--- config.mk ---
export PLATFORM = sky130hd
export DESIGN_NAME = digipot_scheduler
export DESIGN_NICKNAME = d
export VERILOG_FILES = /design/src/rtl/digipot_pkg.sv /design/src/rtl/digipot_scheduler_rr_arbiter3.sv /design/src/rtl/digipot_scheduler.sv
export SDC_FILE = /design/constraint.sdc
export NUM_CORES = 1
export LEC_CHECK = 0
export CELL_PAD_IN_SITES_DETAIL_PLACEMENT = 1
export CELL_PAD_IN_SITES_GLOBAL_PLACEMENT = 2
export CORE_UTILIZATION = 27
export DETAILED_ROUTE_END_ITERATION = 8
export PLACE_DENSITY = 0.85
export SLEW_MARGIN = 0
export SYNTH_ARGS = -nofsm -noshare
export SYNTH_HDL_FRONTEND = slang
export SYNTH_HIERARCHICAL = 1
export SYNTH_SLANG_ARGS = --single-unit
--- constraint.sdc ---
create_clock -name clk -period 2.9 [get_ports clk]
set_input_delay 0.58 -clock clk [delete_from_list [all_inputs] [get_ports clk]]
set_output_delay 0.58 -clock clk [all_outputs]
set_load 0.02 [all_outputs]
--- src/rtl/digipot_pkg.sv ---
// -----------------------------------------------------------------------------
// digipot_pkg
// Shared definitions for the digipot write scheduler:
//   - state_t     : scheduler FSM state encoding (IDLE, SETUP, XFER, GAP)
//   - NUM_POTS    : number of potentiometer channels / requesters
//   - MUX_POTn    : serializer mux codes for each pot
//   - CTRL_ACTIVE : level of the serializer ctrl line while a frame is active
//   - rr_next()   : next pot index in round-robin order (2 wraps to 0)
// -----------------------------------------------------------------------------
package digipot_pkg;

   typedef enum logic [1:0] {
      ST_IDLE  = 2'd0,
      ST_SETUP = 2'd1,
      ST_XFER  = 2'd2,
      ST_GAP   = 2'd3
   } state_t;

   localparam int NUM_POTS = 3;

   localparam logic [1:0] MUX_POT0 = 2'd0;
   localparam logic [1:0] MUX_POT1 = 2'd1;
   localparam logic [1:0] MUX_POT2 = 2'd2;

   localparam logic CTRL_ACTIVE = 1'b0;

   function automatic logic [1:0] rr_next(input logic [1:0] idx);
      return (idx == MUX_POT2) ? MUX_POT0 : idx + 2'd1;
   endfunction

endpackage

--- src/rtl/digipot_scheduler_rr_arbiter3.sv ---
// -----------------------------------------------------------------------------
// rr_arbiter3
// Three-way round-robin arbiter. The pointer holds the most recently granted
// index; the search starts one above it and wraps 2 -> 0, so the last winner
// has the lowest priority on the next arbitration.
// Ports:
//   clk, rst_n     : clock, synchronous active-low reset (pointer -> 2)
//   req[2:0]       : request vector
//   grant_en       : commit the current winner into the pointer
//   gnt[2:0]       : one-hot winner (zero when no request)
//   gnt_idx[1:0]   : encoded winner
//   gnt_valid      : at least one request present
// -----------------------------------------------------------------------------
module rr_arbiter3
   import digipot_pkg::*;
(
   input  logic       clk,
   input  logic       rst_n,
   input  logic [2:0] req,
   input  logic       grant_en,
   output logic [2:0] gnt,
   output logic [1:0] gnt_idx,
   output logic       gnt_valid
);

   logic [1:0] ptr_q, ptr_d;
   logic [1:0] cand1, cand2;

   always_comb begin
      cand1     = rr_next(ptr_q);
      cand2     = rr_next(cand1);
      gnt_idx   = ptr_q;
      gnt_valid = |req;
      if (req[cand1])
         gnt_idx = cand1;
      else if (req[cand2])
         gnt_idx = cand2;
      else
         gnt_idx = ptr_q;
      gnt = gnt_valid ? (3'b001 << gnt_idx) : 3'b000;
      ptr_d = grant_en ? gnt_idx : ptr_q;
   end

   always_ff @(posedge clk) begin
      if (!rst_n)
         ptr_q <= MUX_POT2;
      else
         ptr_q <= ptr_d;
   end

endmodule

--- src/rtl/digipot_scheduler.sv ---
// -----------------------------------------------------------------------------
// digipot_scheduler
// Shares one three-channel SPI digipot serializer between three write
// requesters. Arbitrates round-robin, latches the winner's value and drives
// the serializer with a setup cycle, an XFER_CYCLES-long active-low ctrl
// window and a GAP_CYCLES inter-frame gap.
// Ports:
//   clk, rst_n         : clock, synchronous active-low reset
//   req[2:0]           : level write request per pot
//   wdata0..2[7:0]     : value to write to each pot
//   ack[2:0]           : one-cycle one-hot accept pulse
//   mux_o[1:0]         : serializer channel select
//   dato_o[7:0]        : serializer data
//   ctrl_o             : serializer frame enable, active low
//   busy               : scheduler not in IDLE
// Build option:
//   DIGIPOT_SKIP_SAME_EN : when defined, a write whose value matches the last
//                          value framed to that pot is acked without a frame.
// -----------------------------------------------------------------------------
module digipot_scheduler
   import digipot_pkg::*;
#(
   parameter int XFER_CYCLES = 40,
   parameter int GAP_CYCLES  = 4,
   parameter int CNT_W       = 8
) (
   input  logic       clk,
   input  logic       rst_n,
   input  logic [2:0] req,
   input  logic [7:0] wdata0,
   input  logic [7:0] wdata1,
   input  logic [7:0] wdata2,
   output logic [2:0] ack,
   output logic [1:0] mux_o,
   output logic [7:0] dato_o,
   output logic       ctrl_o,
   output logic       busy
);

   state_t           state_q, state_d;
   logic [CNT_W-1:0] timer_q, timer_d;
   logic [1:0]       mux_q, mux_d;
   logic [7:0]       dato_q, dato_d;
   logic [2:0]       ack_q, ack_d;

   logic [2:0] gnt;
   logic [1:0] gnt_idx;
   logic       gnt_valid;
   logic       grant_fire;
   logic       skip;
   logic [7:0] win_data;

   // Arbitration is held off while an ack is still visible: after a skipped
   // write the requester only drops req in the following cycle, and that
   // stale request must not be taken as a new write.
   assign grant_fire = (state_q == ST_IDLE) && gnt_valid && (ack_q == 3'b000);

   rr_arbiter3 u_arb (
      .clk       (clk),
      .rst_n     (rst_n),
      .req       (req),
      .grant_en  (grant_fire),
      .gnt       (gnt),
      .gnt_idx   (gnt_idx),
      .gnt_valid (gnt_valid)
   );

   always_comb begin
      case (gnt_idx)
         MUX_POT1: win_data = wdata1;
         MUX_POT2: win_data = wdata2;
         default:  win_data = wdata0;
      endcase
   end

`ifdef DIGIPOT_SKIP_SAME_EN
   logic [7:0] shadow_q [NUM_POTS];
   logic [7:0] shadow_d [NUM_POTS];
   logic [2:0] valid_q, valid_d;

   assign skip = valid_q[gnt_idx] && (win_data == shadow_q[gnt_idx]);

   always_comb begin
      shadow_d = shadow_q;
      valid_d  = valid_q;
      if (grant_fire && !skip) begin
         shadow_d[gnt_idx] = win_data;
         valid_d[gnt_idx]  = 1'b1;
      end
   end

   // Shadow contents are meaningless until their valid bit is set, so only
   // the valid bits are reset.
   always_ff @(posedge clk) begin
      shadow_q <= shadow_d;
      if (!rst_n)
         valid_q <= 3'b000;
      else
         valid_q <= valid_d;
   end
`else
   assign skip = 1'b0;
`endif

   always_comb begin
      state_d = state_q;
      timer_d = timer_q;
      mux_d   = mux_q;
      dato_d  = dato_q;
      ack_d   = 3'b000;
      case (state_q)
         ST_IDLE: begin
            if (grant_fire) begin
               ack_d = gnt;
               if (!skip) begin
                  mux_d   = gnt_idx;
                  dato_d  = win_data;
                  state_d = ST_SETUP;
               end
            end
         end
         ST_SETUP: begin
            timer_d = CNT_W'(XFER_CYCLES - 1);
            state_d = ST_XFER;
         end
         ST_XFER: begin
            if (timer_q == '0) begin
               timer_d = CNT_W'(GAP_CYCLES - 1);
               state_d = ST_GAP;
            end else begin
               timer_d = timer_q - 1'b1;
            end
         end
         ST_GAP: begin
            if (timer_q == '0)
               state_d = ST_IDLE;
            else
               timer_d = timer_q - 1'b1;
         end
         default: state_d = ST_IDLE;
      endcase
   end

   always_ff @(posedge clk) begin
      if (!rst_n) begin
         state_q <= ST_IDLE;
         timer_q <= '0;
         mux_q   <= MUX_POT0;
         dato_q  <= 8'h00;
         ack_q   <= 3'b000;
      end else begin
         state_q <= state_d;
         timer_q <= timer_d;
         mux_q   <= mux_d;
         dato_q  <= dato_d;
         ack_q   <= ack_d;
      end
   end

   assign ack    = ack_q;
   assign mux_o  = mux_q;
   assign dato_o = dato_q;
   assign ctrl_o = (state_q == ST_XFER) ? CTRL_ACTIVE : ~CTRL_ACTIVE;
   assign busy   = (state_q != ST_IDLE);

endmodule

==> results.cfg, run 1 <==
[timing]
clock.fmax_mhz = 411
final_max_slew_viol_count = 0
hold_viol = 0
max_slew.worst_pin.slew_ns = 0.537
rsz0062_at_grt = no
fin_crit_sh_pct = 83.9
min_period_ns = 2.43
fin_worst_skew_ns = 0.00314
setup_tns_ns = 0
setup_violations = 0
slew-limit-headroom_pct = 63.9
setup_ws_ns = 0.468

[hold_path]
hp-class = reg2reg

[synth]
synth_cell_type_count = 34
ys_ff_latch = 25
synthCells = 182
synth_area_um2 = 1390
synth_warnings = 6
yosysSeqAreaShare_pct = 36.0
avgSynthCellArea_um2 = 7.64
synth_nets = 218

[cells_and_area]
diodes = 0
mostFrequentLayoutCells = 43 x clkdlybuf4s50_1, 37 x nand2_1, 25 x dfxtp_1
syn_to_final_growth_pct = 39.1
mostFrequentLayoutCell = clkdlybuf4s50_1
drive_gt1_share_pct = 4.93
nNetsFinal = 260

[route]
first_pass_iters = 4
num_vias = 1402
wirelength_mm = 3.57
drc = 0
via_per_inst = 4.83
drtIter0Drc = 36
wire_per_inst_um = 12.3
antenna_left = 0

[floorplan]
ioPinCount = 44
initial_utilization_pct = 28.7
design.core.area_um2 = 4850
die_area_um2 = 5440
die_w_um = 73.8
die_y_um = 73.8
num_rows = 25

[grt]
antenna_found_initial = 0
grt_max_degree = 17
grt_pass1_wl_mm = 6.19
grt-ovfl-total = 0
grtUsageTotal_pct = 14.5
grt_pass1_vias = 1381

[power]
peakVddDrop_v = 0.000383
p_total_uw = 1950
leakagePower_uw = 0.000772
cellPowerDensity_nw_per_um2 = 1010

[clock_tree]
cts_hold_buf = 0
cts_resized = 0
cts_tree = yes
numCtsBuffers = 3
cts_setup_buffers = 0
root_buffer = clkbuf_8
h-tree-depth = 1
clk_latency_ns = 0.27
clkSlewWorstSetupHoldPaths_ns = 0.09
clock-sinks = 25
cts_buffer_depth = 2

[run]
drv_cap = 0

[setup_path]
crit_type = in2reg
worstSetupStartpointType = input port
end_kind = register
cp.required_ns = 3.10
path_max_fanout = 16
arrival_ns = 2.63

[outcome]
status = finished clean

[placement]
dp_slack_ns = 0.158
port_buffers = 43
dp_hpwl_mm = 2.76
gp_congestion = 0.731
## critical path, cell delays in order
cell and delay (ns):
clkdlybuf4s50_1 0.48, a21o_1 0.25, a221oi_2 0.30, inv_1 0.08, ha_1 0.47, o21ai_0 0.27
nand2_1 0.09, a21oi_1 0.11
## per-layer routing
| metal | vias to the layer above | share of wire, % | GRT usage (%) |
|---|---|---|---|
| met4 | 0 | 1.3 | 5.13 |
| met3 | 4 | 5.2 | 3.02 |
| met1 | 633 | 50 | 18.9 |
| met5 | - | 0 | 0 |
| met2 | 37 | 44 | 23.4 |
| li1 | 728 | - | - |
## cell type report
type / count / area, um2
clock buffers: 4 / 45.0
fillers: 590 / 2910
inverters: 12 / 45.0
multi-input cells: 137 / 816
flip-flops and latches: 25 / 500
well taps: 67 / 83.8
repair buffers: 45 / 445
## registers in the layout (all words and copies together) (netlist names)
| signal | cells |
|---|---|
| u_arb/ptr_q | 2 |
| ack | 3 |
| timer_q | 8 |
| state_q | 2 |
| mux_o | 2 |
| dato_o | 8 |
## final timing paths
kind	start	end	cells past startpoint	slack, ns
min reg2reg	dato_o[7]	dato_o[7]	2	0.46
min	dato_o[7]	dato_o[7]	2	0.46
max reg2reg	u_arb/ptr_q[1]	dato_o[1]	8	0.77
max	req[2]	dato_o[1]	8	0.47
## kinds of logic (layout without fill, tap and decap cells)
| kind of cell | after synthesis | count (layout) | share of synthesized area (%) |
|---|---|---|---|
| mux | 1 | 1 | 0.719 |
| fa+ha+maj | 7 | 7 | 6.29 |
| flops | 25 | 25 | 36.0 |
| compound gates | 58 | 58 | 27.2 |
| simple gates | 70 | 70 | 23.8 |
| xor+xnor | 1 | 1 | 0.630 |
| buf+inv | 20 | 61 | 5.40 |
## stage by stage
stage	util, %	hold slack, ns	area [um2]	std cells
floorplan	-	0.459	1390	182
finish	39.9	0.462	1940	290
global placement	39.0	0.444	1890	286
detailed placement	39.0	0.450	1890	286
CTS	39.9	0.464	1940	290
global route	39.9	0.482	1940	290
## synth_stat cells
| library cell | instances | share of area (%) |
|---|---|---|
| o21ai_0 | 14 | 5.0 |
| a21oi_1 | 18 | 6.5 |
| o211a_1 | 1 | 0.72 |
| or3_1 | 5 | 2.2 |
| inv_2 | 1 | 0.27 |
| nor4_2 | 1 | 0.90 |
| ha_1 | 7 | 6.3 |
| a211o_1 | 1 | 0.63 |
| a311oi_2 | 1 | 1.1 |
| xnor2_1 | 1 | 0.63 |
| a41oi_1 | 1 | 0.63 |
| or2_2 | 2 | 0.90 |
| inv_1 | 11 | 3.0 |
| or4_1 | 3 | 1.6 |
| mux2i_1 | 1 | 0.72 |
| a21o_1 | 2 | 1.1 |
| and3_1 | 4 | 1.8 |
| a41o_1 | 1 | 0.72 |
| nand3_1 | 2 | 0.72 |
| a31oi_1 | 3 | 1.3 |
| o221ai_1 | 1 | 0.63 |
| nor3_1 | 1 | 0.36 |
| a311oi_1 | 2 | 1.3 |
| o31ai_1 | 1 | 0.54 |
| a22oi_1 | 9 | 4.9 |
| clkbuf_1 | 8 | 2.2 |
| nor2_1 | 9 | 2.4 |
| dfxtp_1 | 25 | 36 |
| nand2_1 | 37 | 10 |
| a221oi_2 | 1 | 1.1 |
| or2_1 | 1 | 0.45 |
| nand4b_1 | 1 | 0.63 |
| a21boi_0 | 2 | 1.1 |
| nand2b_1 | 4 | 1.8 |
## power breakdown
group / switching (uW) / internal (uW)
logic: 677 / 501
registers: 100 / 464
clock network: 114 / 98.3
No activity file was read; power rests on OpenSTA's default activity.
==> run 2, diff against run 1 <==
--- a/config.mk
+++ b/config.mk
@@ -7,9 +7,9 @@
 export LEC_CHECK = 0
 export CELL_PAD_IN_SITES_DETAIL_PLACEMENT = 1
 export CELL_PAD_IN_SITES_GLOBAL_PLACEMENT = 2
-export CORE_UTILIZATION = 27
+export CORE_UTILIZATION = 25
 export DETAILED_ROUTE_END_ITERATION = 8
-export PLACE_DENSITY = 0.85
+export PLACE_DENSITY = 0.79
 export SLEW_MARGIN = 0
 export SYNTH_ARGS = -nofsm -noshare
 export SYNTH_HDL_FRONTEND = slang
==> constraint.sdc (replaced) <==
create_clock -name clk -period 2.5 [get_ports clk]
set_input_delay 0.5 -clock clk [delete_from_list [all_inputs] [get_ports clk]]
set_output_delay 0.5 -clock clk [all_outputs]
set_load 0.02 [all_outputs]
==> run 2 against run 1 <==
Global-route usage is 0.74 points lower. Total power is 22% higher. Clock power is 25% higher. Utilization is 1.6 points lower. Wire length is 6.9% higher. Hold slack better by 0.0013 ns. Cell count is 3.4% higher. Sequential cell count stayed put.
==> results.cfg, run 2 (synthesis results as in run 1) <==
[outcome]
status = finished clean

[timing]
min_period_ns = 2.14
fin_worst_skew_ns = 0.00559
clock.fmax_mhz = 467
whs_ns = 0.463
fin_crit_sh_pct = 85.7
slew-limit-headroom_pct = 63.2
setup_tns_ns = 0
hold_viol = 0
rsz0062_at_grt = no
setup_violations = 0
max_slew.worst_pin.slew_ns = 0.548
setup_ws_ns = 0.357
final_max_slew_viol_count = 0

[clock_tree]
clkSlewWorstSetupHoldPaths_ns = 0.10
numCtsBuffers = 3
cts_buffer_depth = 2
cts_resized = 0
root_buffer = clkbuf_8
h-tree-depth = 1
clk_latency_ns = 0.28
cts_tree = yes
cts_hold_buf = 0
clock-sinks = 25
cts_setup_buffers = 0

[route]
top_layer = met4
met1_length_mm = 1.91
met3RoutedLength_um = 197
first_pass_iters = 4
antenna_left = 0
via_per_inst = 4.69
num_vias = 1407
drtIter0Drc = 40
wirelength_mm = 3.82
wire_per_inst_um = 12.7
drc = 0
dr_wl_met2_mm = 1.67

[placement]
dp_slack_ns = 0.0526
dp_hpwl_mm = 2.95
port_buffers = 43
placed_area_um2 = 1960
gp_congestion = 0.696

[floorplan]
num_rows = 26
die_w_um = 76.6
ioPinCount = 44
die_area_um2 = 5870
initial_utilization_pct = 26.6
design.core.area_um2 = 5240
die_y_um = 76.6

[power]
cellPowerDensity_nw_per_um2 = 1180
leakagePower_uw = 0.000813
peakVddDrop_v = 0.000425
p_total_uw = 2380

[grt]
grtUsageTotal_pct = 13.7
grt_pass1_vias = 1363
grt_max_degree = 17
grt_pass1_wl_mm = 6.52
grt-ovfl-total = 0
antenna_found_initial = 0

[setup_path]
worstSetupStartpointType = register
arrival_ns = 1.64
end_kind = primary output
cp.required_ns = 2.00
crit_type = reg2out
path_max_fanout = 5

[cells_and_area]
diodes = 0
postLayoutCellArea_um2 = 2010
multiInputGateArea_um2 = 816
mostFrequentLayoutCells = 43 x clkdlybuf4s50_1, 37 x nand2_1, 25 x dfxtp_1
syn_to_final_growth_pct = 44.4
fillers = 640
regArea_um2 = 500
drive_gt1_share_pct = 8.26
mostFrequentLayoutCell = clkdlybuf4s50_1
nNetsFinal = 267

[run]
drv_cap = 0

[hold_path]
hp-class = reg2reg
==> run 2: changes by cell type in the layout (fill, tap and decap cells not counted) <==
cell / change
inv_6: +1
clkbuf_1: -1
buf_4: +6
buf_12: +1
==> run 2: cell type report <==
class,instances,area share (%)
timing repair buffer,52,25.4
multi-input combinational,137,40.6
sequential,25,24.9
tap,70,4.36
clock buffer,3,2.05
inverter,12,2.24
clock inverter,1,0.436
==> run 2: layer usage <==
layer  up-vias  track usage (%)
met5         -                0
met4         0             2.88
met3         4             3.47
met2        35             22.2
met1       631             18.4
li1        737                -
==> run 2: final timing paths <==
path,to,slack [ns],startpoint,cells past startpoint
max,ctrl_o,0.36,state_q[0],4
min,dato_o[4],0.46,dato_o[4],2
max reg2reg,timer_q[3],0.62,state_q[1],6
min reg2reg,dato_o[4],0.46,dato_o[4],2
==> run 2: critical path, stage by stage (launching register included) <==
cell             delay [ns]
dfxtp_1                0.36
inv_1                  0.07
ha_1                   0.24
inv_1                  0.09
clkdlybuf4s50_1        0.60
==> run 2: power by group <==
part | internal (uW) | total [uW] | leakage, uW | switching [uW]
registers | 538 | 649 | 0.000205 | 110
logic | 645 | 1460 | 0.000582 | 818
clock network | 117 | 266 | 0.0000261 | 149
==> run 2: stage by stage <==
step | instances | util, %
floorplan | 182 | -
global placement | 296 | 37.4
detailed placement | 296 | 37.4
CTS | 300 | 38.4
global route | 300 | 38.4
finish | 300 | 38.4
